[src/rtl/lsu_stage.sv]
// Multicycle load/store stage: latches execute results, runs one data-memory
// request/response per load or store, and hands one aligned result to writeback.
module lsu_stage (
  input  logic        clk,
  input  logic        rst_n,
  input  logic        in_valid,
  output logic        in_ready,
  input  logic [6:0]  opcode,
  input  logic [2:0]  func3,
  input  logic [31:0] exu_res,
  input  logic [31:0] store_data,
  output logic        mem_req_valid,
  input  logic        mem_req_ready,
  output logic [31:0] mem_req_addr,
  output logic        mem_req_wen,
  output logic [31:0] mem_req_wdata,
  output logic [3:0]  mem_req_wstrb,
  input  logic        mem_resp_valid,
  input  logic [31:0] mem_resp_data,
  input  logic        mem_resp_err,
  output logic        out_valid,
  input  logic        out_ready,
  output logic [31:0] out_data,
  output logic        out_err
);

  localparam int unsigned XLEN      = 32;
  localparam logic [6:0]  OPC_LOAD  = 7'b0000011;
  localparam logic [6:0]  OPC_STORE = 7'b0100011;

  typedef enum logic [1:0] {IDLE, REQ, WAIT, DONE} state_e;

  state_e           state_q;
  logic [2:0]       func3_q;
  logic [1:0]       off_q;
  logic             in_ready_q;
  logic             req_valid_q;
  logic [XLEN-1:0]  req_addr_q;
  logic             req_wen_q;
  logic [XLEN-1:0]  req_wdata_q;
  logic [3:0]       req_wstrb_q;
  logic             out_valid_q;
  logic [XLEN-1:0]  out_data_q;
  logic             out_err_q;

  logic             is_load_c, is_store_c, legal_c, misal_c;
  logic [XLEN-1:0]  wdata_c, shifted_c, load_data_c;
  logic [3:0]       wstrb_c;

  // Decode of the incoming instruction: legality, alignment and store lanes
  always_comb begin
    is_load_c  = (opcode == OPC_LOAD);
    is_store_c = (opcode == OPC_STORE);
    legal_c    = 1'b0;
    wdata_c    = '0;
    wstrb_c    = 4'b0000;
    if (is_load_c) begin
      legal_c = (func3 == 3'b000) || (func3 == 3'b001) || (func3 == 3'b010) ||
                (func3 == 3'b100) || (func3 == 3'b101);
    end else if (is_store_c) begin
      legal_c = (func3 == 3'b000) || (func3 == 3'b001) || (func3 == 3'b010);
    end
    misal_c = ((func3[1:0] == 2'b01) && exu_res[0]) ||
              ((func3[1:0] == 2'b10) && (exu_res[1:0] != 2'b00));
    if (is_store_c) begin
      case (func3[1:0])
        2'b00:   begin wdata_c = {4{store_data[7:0]}};  wstrb_c = 4'b0001 << exu_res[1:0]; end
        2'b01:   begin wdata_c = {2{store_data[15:0]}}; wstrb_c = 4'b0011 << exu_res[1:0]; end
        default: begin wdata_c = store_data;            wstrb_c = 4'b1111; end
      endcase
    end
  end

  // Load alignment and extension of the returned word
  always_comb begin
    shifted_c = mem_resp_data >> {off_q, 3'b000};
    case (func3_q)
      3'b000:  load_data_c = {{24{shifted_c[7]}}, shifted_c[7:0]};
      3'b001:  load_data_c = {{16{shifted_c[15]}}, shifted_c[15:0]};
      3'b010:  load_data_c = mem_resp_data;
      3'b100:  load_data_c = {24'h000000, shifted_c[7:0]};
      3'b101:  load_data_c = {16'h0000, shifted_c[15:0]};
      default: load_data_c = '0;
    endcase
  end

  always_ff @(posedge clk or negedge rst_n) begin
    if (!rst_n) begin
      state_q     <= IDLE;
      func3_q     <= 3'b000;
      off_q       <= 2'b00;
      in_ready_q  <= 1'b1;
      req_valid_q <= 1'b0;
      req_addr_q  <= '0;
      req_wen_q   <= 1'b0;
      req_wdata_q <= '0;
      req_wstrb_q <= 4'b0000;
      out_valid_q <= 1'b0;
      out_data_q  <= '0;
      out_err_q   <= 1'b0;
    end else begin
      case (state_q)
        IDLE: begin
          if (in_valid) begin
            func3_q    <= func3;
            off_q      <= exu_res[1:0];
            in_ready_q <= 1'b0;
            if ((is_load_c || is_store_c) && legal_c && !misal_c) begin
              state_q     <= REQ;
              req_valid_q <= 1'b1;
              req_addr_q  <= {exu_res[31:2], 2'b00};
              req_wen_q   <= is_store_c;
              req_wdata_q <= wdata_c;
              req_wstrb_q <= wstrb_c;
            end else begin
              state_q     <= DONE;
              out_valid_q <= 1'b1;
              out_err_q   <= is_load_c || is_store_c;
              out_data_q  <= (is_load_c || is_store_c) ? '0 : exu_res;
            end
          end
        end
        REQ: begin
          if (mem_req_ready) begin
            state_q     <= WAIT;
            req_valid_q <= 1'b0;
          end
        end
        WAIT: begin
          if (mem_resp_valid) begin
            state_q     <= DONE;
            out_valid_q <= 1'b1;
            out_err_q   <= mem_resp_err;
            out_data_q  <= (mem_resp_err || req_wen_q) ? '0 : load_data_c;
          end
        end
        DONE: begin
          if (out_ready) begin
            state_q     <= IDLE;
            out_valid_q <= 1'b0;
            in_ready_q  <= 1'b1;
          end
        end
        default: state_q <= IDLE;
      endcase
    end
  end

  assign in_ready      = in_ready_q;
  assign mem_req_valid = req_valid_q;
  assign mem_req_addr  = req_addr_q;
  assign mem_req_wen   = req_wen_q;
  assign mem_req_wdata = req_wdata_q;
  assign mem_req_wstrb = req_wstrb_q;
  assign out_valid     = out_valid_q;
  assign out_data      = out_data_q;
  assign out_err       = out_err_q;

endmodule

[config.mk]
export PLATFORM = sky130hd
export DESIGN_NAME = lsu_stage
export DESIGN_NICKNAME = d
export VERILOG_FILES = /design/src/rtl/lsu_stage.sv
export SDC_FILE = /design/constraint.sdc
export NUM_CORES = 1
export LEC_CHECK = 0
export CORE_MARGIN = 2
export CORE_UTILIZATION = 49
export CTS_CLUSTER_DIAMETER = 80
export DETAILED_ROUTE_END_ITERATION = 16
export GPL_TIMING_DRIVEN = 0
export PLACE_DENSITY = 0.88
export RECOVER_POWER = 50
export SLEW_MARGIN = 20
export SYNTH_ARGS = -nofsm -noshare
export SYNTH_HDL_FRONTEND = slang
export SYNTH_SLANG_ARGS = --single-unit
[constraint.sdc]
create_clock -name clk -period 3.1 [get_ports clk]
set_input_delay 0.62 -clock clk [delete_from_list [all_inputs] [get_ports clk]]
set_output_delay 0.62 -clock clk [all_outputs]
set_load 0.02 [all_outputs]
==> reports/results.ini <==
[status]
outcome=complete, but fails checks
failed_checks=max-capacitance violations, max-slew violations

[min_path]
hold_path.class=flop to flop

[placement]
dp_hpwl_mm=15.7
io_buffers=214
place_area_mm2=0.00836
gp_congestion=0.980

[floorplanning]
core_mm2=0.0120
rows=40
die_w_um=115
start_util_pct=50.1
dieArea_mm2=0.0131
fp.dieH_um=115
io_pins=218

[timing]
grt_setup_unrepaired=false
fin_skew_ns=0.0104
setup_viol=0
slew_headroom_pct=-25.9
fin_setup_tns_ns=0
worst_slew_pin_slew_ns=1.89
drv_slew=33
fin_crit_sh_pct=92.2
hold_violations=0
fmax_mhz=350
min_period_ns=2.86

[worst_setup_path]
arrival_ns=3.08
worst-path-max-fanout=10
end_kind=flop
cp.required_ns=3.32
worst_setup_path_start_kind=input port
critPathKind=input port to flop

[logic_synthesis]
ys.flop_type=dfrtp_1
yosys.area.top_type=dfrtp_1
synth_area_mm2=0.00600
seq_area_frac_synth_pct=45.9
synth_top_area_share_pct=45.5
netlist_instances=611
syn-mean-instance-area_um2=9.82
synth_edf_count=0
ys_seq_elements=110
yosysWarnings=0
yosysMostFrequentCell=nand2_1
synth_cell_type_count=52
async_flop_share_pct=100
synth_commonest_cells=137 x nand2_1, 109 x dfrtp_1, 60 x o21ai_0
synth_area_leaders=dfrtp_1 45%, nand2_1 8.6%, mux2_2 6.6%

[global_route]
grt_pass1_wl_mm=31.0
grt_pass1_vias=5789
grt_overflow=0
grt_use_total_pct=30.8
antenna_found_initial=0
grt_max_degree=79

[power]
power_density_mw_per_mm2=758
ir_drop_mv=0.354
leakagePower_nw=3.83

[route]
drt_iter0_drc=419
firstDrtPassIters=6
post_drt_wl_per_cell_um=20.6
drt.antenna.violating_nets=0
via_count=5850
finalWirelength_mm=20.4
viasPerCell=5.92
drc=0

[layout]
antenna_cells=0
syn_to_final_growth_pct=44.1
final_cell_area_mm2=0.00864
fin_nets=956
drive_above_1_share_pct=12.0

[cts]
cts_resized=0
htreeDepth=3
cts_sinks=110
cts_root_buffer=clkbuf_16
clk_latency_ns=0.36
cts_setup_buffers=0
cts_buffers=9
clkTransAtPathRegs_ns=0.07
clockBufferDepth=2
hold_buffers=0
cts_tree=built

[run]
maxCapViolCount=1

## sequential cells by signal (all words and copies together) (netlist names)
name	count
mem_req_wdata	32
out_data	32
mem_req_addr	30
mem_req_wstrb	4
func3_q	3
off_q	2
state_q	2
in_ready	1
mem_req_valid	1
mem_req_wen	1
out_err	1
out_valid	1
## per-layer routing
metal	wire length [µm]	part of all wire, %	vias up	GRT usage (%)
li1	-	-	2650	-
met1	7870	39	2822	37.2
met2	10000	49	333	53.6
met3	1870	9.1	45	6.72
met4	620	3.0	0	11.8
met5	0	0	-	0
## power breakdown
| group | total [mW] | switching (mW) | internal (mW) | leakage (nW) |
|---|---|---|---|---|
| combinational | 3.41 | 1.93 | 1.48 | 2.25 |
| clock | 1.18 | 0.549 | 0.628 | 0.135 |
| sequential | 1.97 | 0.203 | 1.76 | 1.44 |
## metrics by stage
| stage | hold slack (ns) | total power, mW | util (%) | setup WS, ns | std cells |
|---|---|---|---|---|---|
| after floorplan | 0.324 | 4.08 | - | 0.706 | 612 |
| after global placement | 0.461 | 5.28 | 69.6 | -2.63 | 973 |
| after detailed placement | 0.471 | 5.38 | 69.9 | -0.132 | 974 |
| after CTS | 0.143 | 6.58 | 72.3 | 0.251 | 989 |
| after global routing | 0.497 | 6.89 | 72.3 | 0.0896 | 989 |
| final | 0.474 | 6.55 | 72.3 | 0.241 | 989 |
## kinds of logic (layout without fill, tap and decap cells)
kind of cell	after synthesis	in the layout	share of synthesized area [%]
flip-flops	110	110	45.9
multiplexers	78	78	16.3
AND/OR/NAND/NOR	186	186	12.6
buffers and inverters	57	287	4.63
AO/OA/AOI/OAI	174	174	19.4
adder cells (fa/ha/maj)	5	5	1.04
other	1	2	0.0625
## placed cells by master, fill, tap and decap left out, types with 8 or more instances in the layout
master | Yosys | layout
mux2_2 | 35 | 35
mux2i_1 | 20 | 20
a21oi_1 | 42 | 42
a221oi_1 | 8 | 8
dfrtp_1 | 109 | 109
o221ai_1 | 9 | 9
clkbuf_16 | 0 | 9
mux2_4 | 17 | 17
nor2_1 | 31 | 31
o21ai_0 | 60 | 60
dlygate4sd3_1 | 0 | 51
nand2_1 | 137 | 137
inv_1 | 8 | 8
clkdlybuf4s50_1 | 0 | 162
clkbuf_1 | 26 | 27
o32a_1 | 16 | 16
## worst max-delay path: stages
cell             delay [ns]
clkdlybuf4s50_1        0.62
or4_4                  0.58
a211oi_2               0.33
nand3_2                0.19
buf_6                  0.21
clkbuf_1               0.28
nand2_1                0.15
o21ai_0                0.09
## final cells by class
type                    count  area [µm²]
fillers                   881        3320
multi-input cells         445        2970
flip-flops and latches    110        2750
repair buffers            215        2160
plain buffers              49         248
clock buffers               9         225
well taps                 147         184
clock inverters             6        70.1
inverters                   8        30.0
## final timing paths
check,to,slack (ns),from,cells after the start
setup / recovery,mem_req_wdata[19],0.24,exu_res[1],8
hold / removal,out_data[4],0.47,out_data[4],2
setup reg to reg,out_data[22],0.52,off_q[1],7
hold reg to reg,out_data[4],0.47,out_data[4],2
max in group asynchronous,in_ready,1.15,rst_n,2
min in group asynchronous,mem_req_addr[9],0.77,rst_n,1
Power figures use the tool's default switching activity.
